**config.mk**
```make
export PLATFORM = sky130hd
export DESIGN_NAME = perf_event_monitor
export DESIGN_NICKNAME = d
export VERILOG_FILES = /design/src/rtl/perf_event_monitor.sv
export SDC_FILE = /design/constraint.sdc
export NUM_CORES = 1
export LEC_CHECK = 0
export BUFFER_PORTS_ARGS = -buffer_cell sky130_fd_sc_hd__clkbuf_2
export CAP_MARGIN = 20
export CORE_MARGIN = 1
export CORE_UTILIZATION = 38
export DETAILED_ROUTE_END_ITERATION = 10
export SLEW_MARGIN = 0
export SYNTH_ARGS = -nofsm -noshare
export SYNTH_HDL_FRONTEND = slang
export SYNTH_SLANG_ARGS = --single-unit
export TNS_END_PERCENT = 100
```
**constraint.sdc**
```tcl
create_clock -name clk_i -period 4.5 [get_ports clk_i]
set_input_delay 0.9 -clock clk_i [delete_from_list [all_inputs] [get_ports clk_i]]
set_output_delay 0.9 -clock clk_i [all_outputs]
set_load 0.1 [all_outputs]
```
**src/rtl/perf_event_monitor.sv**
```systemverilog
// Per-channel qualified event counters with a cycle counter, an IDLE/RUN/DONE
// controller, sticky overflow flags and a registered channel readout.
module perf_event_monitor #(
    parameter int NUM_CH      = 2,
    parameter int CNT_W       = 32,
    parameter int CYCLE_LIMIT = 64,
    parameter int SATURATE    = 0,
    localparam int SEL_W      = (NUM_CH > 1) ? $clog2(NUM_CH) : 1
) (
    input  logic              clk_i,
    input  logic              rst_i,
    input  logic              start_i,
    input  logic              clear_i,
    input  logic [NUM_CH-1:0] event_i,
    input  logic [NUM_CH-1:0] qual_i,
    input  logic [SEL_W-1:0]  sel_i,
    output logic [CNT_W-1:0]  count_o,
    output logic [CNT_W-1:0]  cycle_o,
    output logic [NUM_CH-1:0] ovf_o,
    output logic              running_o,
    output logic              done_o
);

    typedef enum logic [1:0] {
        IDLE = 2'd0,
        RUN  = 2'd1,
        DONE = 2'd2
    } state_t;

    localparam logic [CNT_W-1:0] ALL_ONES = '1;

    state_t              state_q, state_d;
    logic [CNT_W-1:0]    cnt_q [NUM_CH];
    logic [CNT_W-1:0]    cnt_d [NUM_CH];
    logic [CNT_W-1:0]    cycle_q, cycle_d;
    logic [CNT_W-1:0]    count_q, count_d;
    logic [NUM_CH-1:0]   ovf_q, ovf_d;

    // All-ones either wraps to zero or sticks, depending on SATURATE.
    function automatic logic [CNT_W-1:0] bump(input logic [CNT_W-1:0] v);
        if (v == ALL_ONES) begin
            return (SATURATE != 0) ? v : '0;
        end
        return v + CNT_W'(1);
    endfunction

    always_comb begin
        state_d = state_q;
        cycle_d = cycle_q;
        ovf_d   = ovf_q;
        for (int k = 0; k < NUM_CH; k++) begin
            cnt_d[k] = cnt_q[k];
        end

        if (clear_i) begin
            state_d = IDLE;
            cycle_d = '0;
            ovf_d   = '0;
            for (int k = 0; k < NUM_CH; k++) begin
                cnt_d[k] = '0;
            end
        end else begin
            case (state_q)
                IDLE: begin
                    if (start_i) state_d = RUN;
                end
                RUN: begin
                    if (!start_i) begin
                        state_d = IDLE;
                    end else begin
                        cycle_d = bump(cycle_q);
                        for (int k = 0; k < NUM_CH; k++) begin
                            if (event_i[k] && qual_i[k]) begin
                                if (cnt_q[k] == ALL_ONES) ovf_d[k] = 1'b1;
                                cnt_d[k] = bump(cnt_q[k]);
                            end
                        end
                        // The edge that reaches the limit still counts its events.
                        if (CYCLE_LIMIT != 0 && 32'(cycle_d) == 32'(CYCLE_LIMIT)) begin
                            state_d = DONE;
                        end
                    end
                end
                DONE: begin
                    state_d = DONE;
                end
                default: begin
                    state_d = IDLE;
                end
            endcase
        end
    end

    // Readout shows the post-update value; out-of-range selects read zero.
    always_comb begin
        count_d = '0;
        for (int k = 0; k < NUM_CH; k++) begin
            if (sel_i == SEL_W'(k)) count_d = cnt_d[k];
        end
    end

    always_ff @(posedge clk_i or posedge rst_i) begin
        if (rst_i) begin
            state_q <= IDLE;
            cycle_q <= '0;
            count_q <= '0;
            ovf_q   <= '0;
            for (int k = 0; k < NUM_CH; k++) begin
                cnt_q[k] <= '0;
            end
        end else begin
            state_q <= state_d;
            cycle_q <= cycle_d;
            count_q <= count_d;
            ovf_q   <= ovf_d;
            for (int k = 0; k < NUM_CH; k++) begin
                cnt_q[k] <= cnt_d[k];
            end
        end
    end

    assign count_o   = count_q;
    assign cycle_o   = cycle_q;
    assign ovf_o     = ovf_q;
    assign running_o = (state_q == RUN);
    assign done_o    = (state_q == DONE);

endmodule

```
==> results.md, run 1 <==
* HP Start: cnt_q[8]
* Reg clk slew, reported paths at approximately 0.070 ns
* Synth Area per Inst at 9.20 sq um
* Total GRT Usage at 0.214
* Hold Crit Class: reg2reg
* Initial antenna violation count at 0
* Peak supply drop at ~0.27 mV
* Post-Synthesis Cells at about 810
* Register area at between 3000 and 4000 sq um
* CP dominant cell by count: nor2_1
* EDFF count, synth at 0
* Vias in the first global route at 6127
* Place WS at around 1.2 ns
* Hold_buf cts at 0
* Post-DR wirelength/cell at 18.0 um
* Max Freq at 0.302 GHz
* Final GP Congestion at between 0.9 and 1
* Remaining global-route overflow at 0
* H-tree levels at 4
* Most common cell after layout, fill and taps aside: dfrtp_1
* Vias at 6419
* Initial Utilization at 0.392
* CTS root buf: clkbuf_16
* CP Cell Sequence: ha_1 -> nand3_1 -> or4_4 -> nor4_4 -> a21oi_2 -> nor2_1 -> nor2_1 -> mux2_2
* Worst-path fanout max at 13
* Setup Skew at 0.0102 ns
* Area of the multi-input gates at 3830 sq um
* Synth-to-Final Area Change at 15.5%
* Core ar. at 18900 sq um
* Diode count at 0
* Placed cells at 1110
* Worst setup SP type: register
* CP Data Required Time at 4.81 ns
* CTS Sinks at 132
* CTS tree: built
* Most used DFF post-synth: dfrtp_1
* Max Buffers Root-to-Sink at 2
* Crit path arrival time at ~3.6 ns
* Post-DRT Antenna Nets at 0
* Netlist cell types at 70
* R2R Setup Slk at roughly 1.2 ns
* Final hold viol count at 0
* Synthesized net count at 817
* Detailed placement HPWL at 14300 um
* Resized cells post-CTS at 0
* Worst slew margin at 0.300
* Synth Warn # at 0
* Worst path max stage delay at 0.85 ns
* Drt pass-1 iters at 5
* Final setup violation count at 0
* Leakage dissipation at 3.77 nW
* Port Buffer Count at 76
* Outcome: finished clean
* Layout cells sized above 1 at 0.198
* Register area share after synthesis at 0.446
* Async SR Flop Fraction at 1.00
* Setup TNS at 0 ns
* Flops & latches, synth at ~130
* Largest net degree at the start of global routing at 74
* Setup ws final at 1.19 ns
* Measured slew at the worst slew-check pin at 1.05 ns
* Initial DRC count at about 480
* Post-CTS Setup Bufs at 0
* CP endpoint kind: register
* Period utilisation layout at 0.736
* Max-slew violations at 0
* Fin nets at roughly 900
* Die X-Extent at 142 um
* RSZ-0062 raised after global routing: no
* DIE AREA at 20100 sq um
* Fin cells at 1142
* R2r startpoint: cnt_q[32]
* Die H at 142 um
* Most frequent cells in the layout: dfrtp_1 (132), nor2_1 (79), clkbuf_2 (76)
* Critical path origin: cnt_q[32]
* PwrDens at a little over 300 nW/um^2
* Synthesized cell area at 7410 sq um
* Final Critical Period at 3.31 ns
* Clock latency on the worst-skew pair at 0.43 ns
* FILL cells at 1894
* CP Class: reg2reg
* Max capacitance violation total at 0
* # DRC at 0
* First-pass GRT wire length at 33000 um
* Io pins at 77
* Vias per std cell at roughly 5.6
* Total CTS buffers at 17
* Routed WL at 20600 um
* CP max-delay cell: nor2_1
* # rows at 50
flip-flops by register name (all words and copies together), names as in the netlist:
| signal | count |
|---|---|
| ovf_o | 2 |
| state_q | 2 |
| count_o | 32 |
| cycle_o | 32 |
| cnt_q | 64 |
through the flow:
| stage | cell area (sq um) | power (mW) | utilization | hold WS, ns |
|---|---|---|---|---|
| 2_1_floorplan | 7410 | 1.30 | - | 0.444 |
| 3_3_place_gp | 8000 | 1.34 | 0.423 | 0.479 |
| 3_5_place_dp | 8000 | 1.34 | 0.423 | 0.482 |
| 4_1_cts | 8560 | 2.68 | 0.453 | 0.497 |
| 5_1_grt | 8560 | 2.74 | 0.453 | 0.534 |
| 6_report | 8560 | 2.65 | 0.453 | 0.494 |
area by class of cell:
| type | count | area share |
|---|---|---|
| inverters | 22 | 0.0102 |
| flip-flops and latches | 132 | 0.386 |
| well taps | 260 | 0.0380 |
| repair buffers | 85 | 0.0523 |
| clock buffers | 17 | 0.0497 |
| multi-input cells | 611 | 0.448 |
| clock inverters | 15 | 0.0161 |
path summary, 6_finish.rpt:
path,depth (start not counted),to
setup / recovery,8,count_o[26]
hold / removal,1,cnt_q[8]
setup reg to reg,8,count_o[26]
hold reg to reg,1,cnt_q[8]
max in group asynchronous,3,cnt_q[43]
min in group asynchronous,2,count_o[30]
report_power, final:
group / total [mW] / switching, mW / internal (mW) / leakage (nW)
combinational: 0.126 / 0.0980 / 0.0275 / 1.66
sequential: 1.19 / 0.00311 / 1.19 / 1.84
clock: 1.33 / 0.601 / 0.731 / 0.275
total: 2.65 / 0.703 / 1.95 / 3.77
per-layer routing:
layer | vias to the layer above | track usage | wire [um]
met2 | 151 | 0.353 | 10000
met4 | 0 | 0.0628 | 257
met5 | - | 0 | 0
met3 | 21 | 0.0452 | 920
li1 | 3074 | - | -
met1 | 3173 | 0.282 | 9400
cell usage after synthesis, drive strengths merged (3+ instances only):
| cell type | n | share of area |
|---|---|---|
| mux2i | 4 | 0.0054 |
| a31o | 5 | 0.0059 |
| a21oi | 33 | 0.023 |
| nor2b | 3 | 0.0025 |
| nand3 | 45 | 0.031 |
| clkbuf | 22 | 0.012 |
| a31oi | 11 | 0.0093 |
| o311ai | 3 | 0.0035 |
| nand2b | 6 | 0.0051 |
| ha | 3 | 0.0051 |
| a211oi | 3 | 0.0030 |
| inv | 22 | 0.011 |
| mux2 | 30 | 0.046 |
| nand2 | 71 | 0.036 |
| buf | 18 | 0.014 |
| nor3b | 7 | 0.0071 |
| a22o | 3 | 0.0035 |
| and2 | 13 | 0.011 |
| nor4 | 14 | 0.022 |
| dfrtp | 132 | 0.45 |
| nor2 | 79 | 0.040 |
| or3 | 21 | 0.018 |
| o31ai | 12 | 0.012 |
| o21ai | 49 | 0.033 |
| or2 | 8 | 0.0068 |
| xnor2 | 21 | 0.025 |
| a21o | 12 | 0.013 |
| nor3 | 28 | 0.020 |
| nand4 | 42 | 0.038 |
| and3 | 24 | 0.020 |
| xor2 | 22 | 0.026 |
| or4 | 5 | 0.0056 |
| and4 | 6 | 0.0071 |
worst max-delay path: cells and delay by family, from the launching register on:
family,cells,cell delay (ns)
compound gates,1,0.25
fa+ha+maj,1,0.18
flops,1,0.39
mux,1,0.33
simple gates,5,2.04
logic make-up after synthesis:
| logic type | share of synthesized area |
|---|---|
| simple gates | 0.280 |
| compound gates | 0.130 |
| fa+ha+maj | 0.00507 |
| buf+inv | 0.0371 |
| mux | 0.0510 |
| flops | 0.446 |
| xor+xnor | 0.0508 |
Power figures use the tool's default switching activity.
==> run 2, diff against run 1 <==
- clock period: 4.5 -> 3 ns (I/O delays scaled with it)
==> results.md, run 2 (synthesis gave the netlist of run 1 again) <==
* Layout cells sized above 1 at 0.229 (was 0.198)
* Final GP Congestion at 0.916 (was 0.915)
* CP Data Required Time at 3.30 ns (was 4.81 ns)
* Clock latency on the worst-skew pair at 0.43 ns (about the same)
* Register area at 3310 sq um (was 3300 sq um)
* Peak supply drop at 0.402 mV (was 0.268 mV)
* Leakage dissipation at 3.89 nW (was 3.77 nW)
* Crit path arrival time at 3.03 ns (was 3.62 ns)
* Vias in the first global route at 6261 (was 6127)
* Outcome: finished clean (unchanged)
* CTS tree: built (unchanged)
* Detailed placement HPWL at 15000 um (was 14300 um)
* Final hold viol count at 0 (unchanged)
* DIE AREA at 20100 sq um (unchanged)
* Initial antenna violation count at 0 (unchanged)
* Worst setup SP type: register (unchanged)
* Post-DR wirelength/cell at 18.2 um (was 18.0 um)
* Biggest register: cnt_q (unchanged)
* H-tree levels at 4 (unchanged)
* Worst slew margin at 0.333 (was 0.300)
* Die H at 142 um (unchanged)
* Setup Skew at 0.0137 ns (was 0.0102 ns)
* Die X-Extent at 142 um (unchanged)
* Core ar. at 18900 sq um (unchanged)
* Vias per std cell at 5.57 (was 5.62)
* Period utilisation layout at 0.910 (was 0.736)
* Post-layout util at 0.465 (was 0.453)
* RSZ-0062 raised after global routing: no (unchanged)
* Resized cells post-CTS at 0 (unchanged)
* Hold Crit Class: in2async (was reg2reg)
* Drt pass-1 iters at 7 (was 5)
* Total GRT Usage at 0.224 (was 0.214)
* Max Buffers Root-to-Sink at 2 (unchanged)
* Area of the multi-input gates at 3830 sq um (about the same)
* Max Freq at 0.366 GHz (was 0.302 GHz)
* Hold_buf cts at 0 (unchanged)
* Reg clk slew, reported paths at 0.06 ns (was 0.07 ns)
* Max capacitance violation total at 0 (unchanged)
* Vias at 6505 (was 6419)
* Diode count at 0 (unchanged)
* Post-DRT Antenna Nets at 0 (unchanged)
* # DRC at 0 (unchanged)
* Initial Utilization at 0.392 (unchanged)
* Measured slew at the worst slew-check pin at 1.00 ns (was 1.05 ns)
* CTS root buf: clkbuf_16 (unchanged)
* CTS Sinks at 132 (unchanged)
* Most frequent cells in the layout: dfrtp_1 (124), nor2_1 (79), clkbuf_2 (76) (was dfrtp_1 (132), nor2_1 (79), clkbuf_2 (76))
* Most common cell after layout, fill and taps aside: dfrtp_1 (unchanged)
* Post-CTS Setup Bufs at 0 (unchanged)
* Worst-path fanout max at 13 (unchanged)
* Largest net degree at the start of global routing at 133 (was 74)
* Port Buffer Count at 76 (unchanged)
* CP endpoint kind: register (unchanged)
* Max-slew violations at 0 (unchanged)
* FILL cells at 1900 (was 1894)
* Io pins at 77 (unchanged)
* Setup TNS at 0 ns (unchanged)
* Largest register FFs at 64 (unchanged)
* Initial DRC count at 541 (was 477)
* Routed WL at 21200 um (was 20600 um)
* CP Class: reg2reg (unchanged)
* Final setup violation count at 0 (unchanged)
* # rows at 50 (unchanged)
* Final Critical Period at 2.73 ns (was 3.31 ns)
* PwrDens at 460 nW/um^2 (was 310 nW/um^2)
* Synth-to-Final Area Change at 18.6% (was 15.5%)
* Fin nets at 906 (was 881)
* Total CTS buffers at 17 (unchanged)
* Remaining global-route overflow at 0 (unchanged)
* First-pass GRT wire length at 34500 um (was 33000 um)
run 2: cell count changes in the layout (fill, tap and decap cells not counted), sizes merged:
cell and delta:
inv -7, clkbuf +1, buf +25, clkinvlp +1, clkinv +3, bufinv +2
run 2: area by class of cell:
class	count	area share
Clock inverter	14	0.0172
Tap cell	260	0.0370
Timing Repair Buffer	110	0.0738
Clock buffer	18	0.0488
Multi-Input combinational cell	611	0.436
Inverter	22	0.00982
Sequential cell	132	0.377
run 2: metrics by stage:
stage               hold WS (ns)  cells  cell area, sq um  power, mW  worst slack [ns]
floorplan                  0.443    805              7430       1.96            0.0315
global placement           0.479   1135              8210       2.02             0.292
detailed placement         0.482   1135              8210       2.02             0.211
CTS                        0.424   1167              8790       4.10             0.300
global route               0.409   1167              8790       4.18            0.0321
finish                     0.349   1167              8790       4.05             0.269
run 2: layer usage:
layer / global-route usage / wire length [um]
met1: 0.299 / 9550
met3: 0.0391 / 1020
met2: 0.362 / 10100
met5: 0 / 0
met4: 0.0883 / 561
run 2: worst paths after layout:
kind | start | to | slack [ns] | depth (start not counted)
max in group asynchronous | rst_i | cnt_q[57] | 2.06 | 3
min | rst_i | count_o[21] | 0.35 | 3
min in group clk_i | start_i | state_q[0] | 0.46 | 3
max | cnt_q[32] | count_o[26] | 0.27 | 9
min reg2reg | state_q[0] | state_q[0] | 0.50 | 1
max reg2reg | cnt_q[32] | count_o[26] | 0.27 | 9
run 2: critical path, stage by stage (launching register included):
cell and delay (ns):
dfrtp_1 0.40, ha_1 0.18, nand3_1 0.14, or4_4 0.60, nor4_4 0.29, a21oi_2 0.25
nor2_1 0.14, buf_4 0.22, nor2_1 0.09, mux2_2 0.28
run 2: report_power, final:
| group | switching, mW | leakage [nW] | internal (mW) |
|---|---|---|---|
| combinational | 0.148 | 1.78 | 0.0479 |
| clock | 0.829 | 0.281 | 1.23 |
| sequential | 0.00518 | 1.83 | 1.78 |
| total | 0.982 | 3.89 | 3.06 |
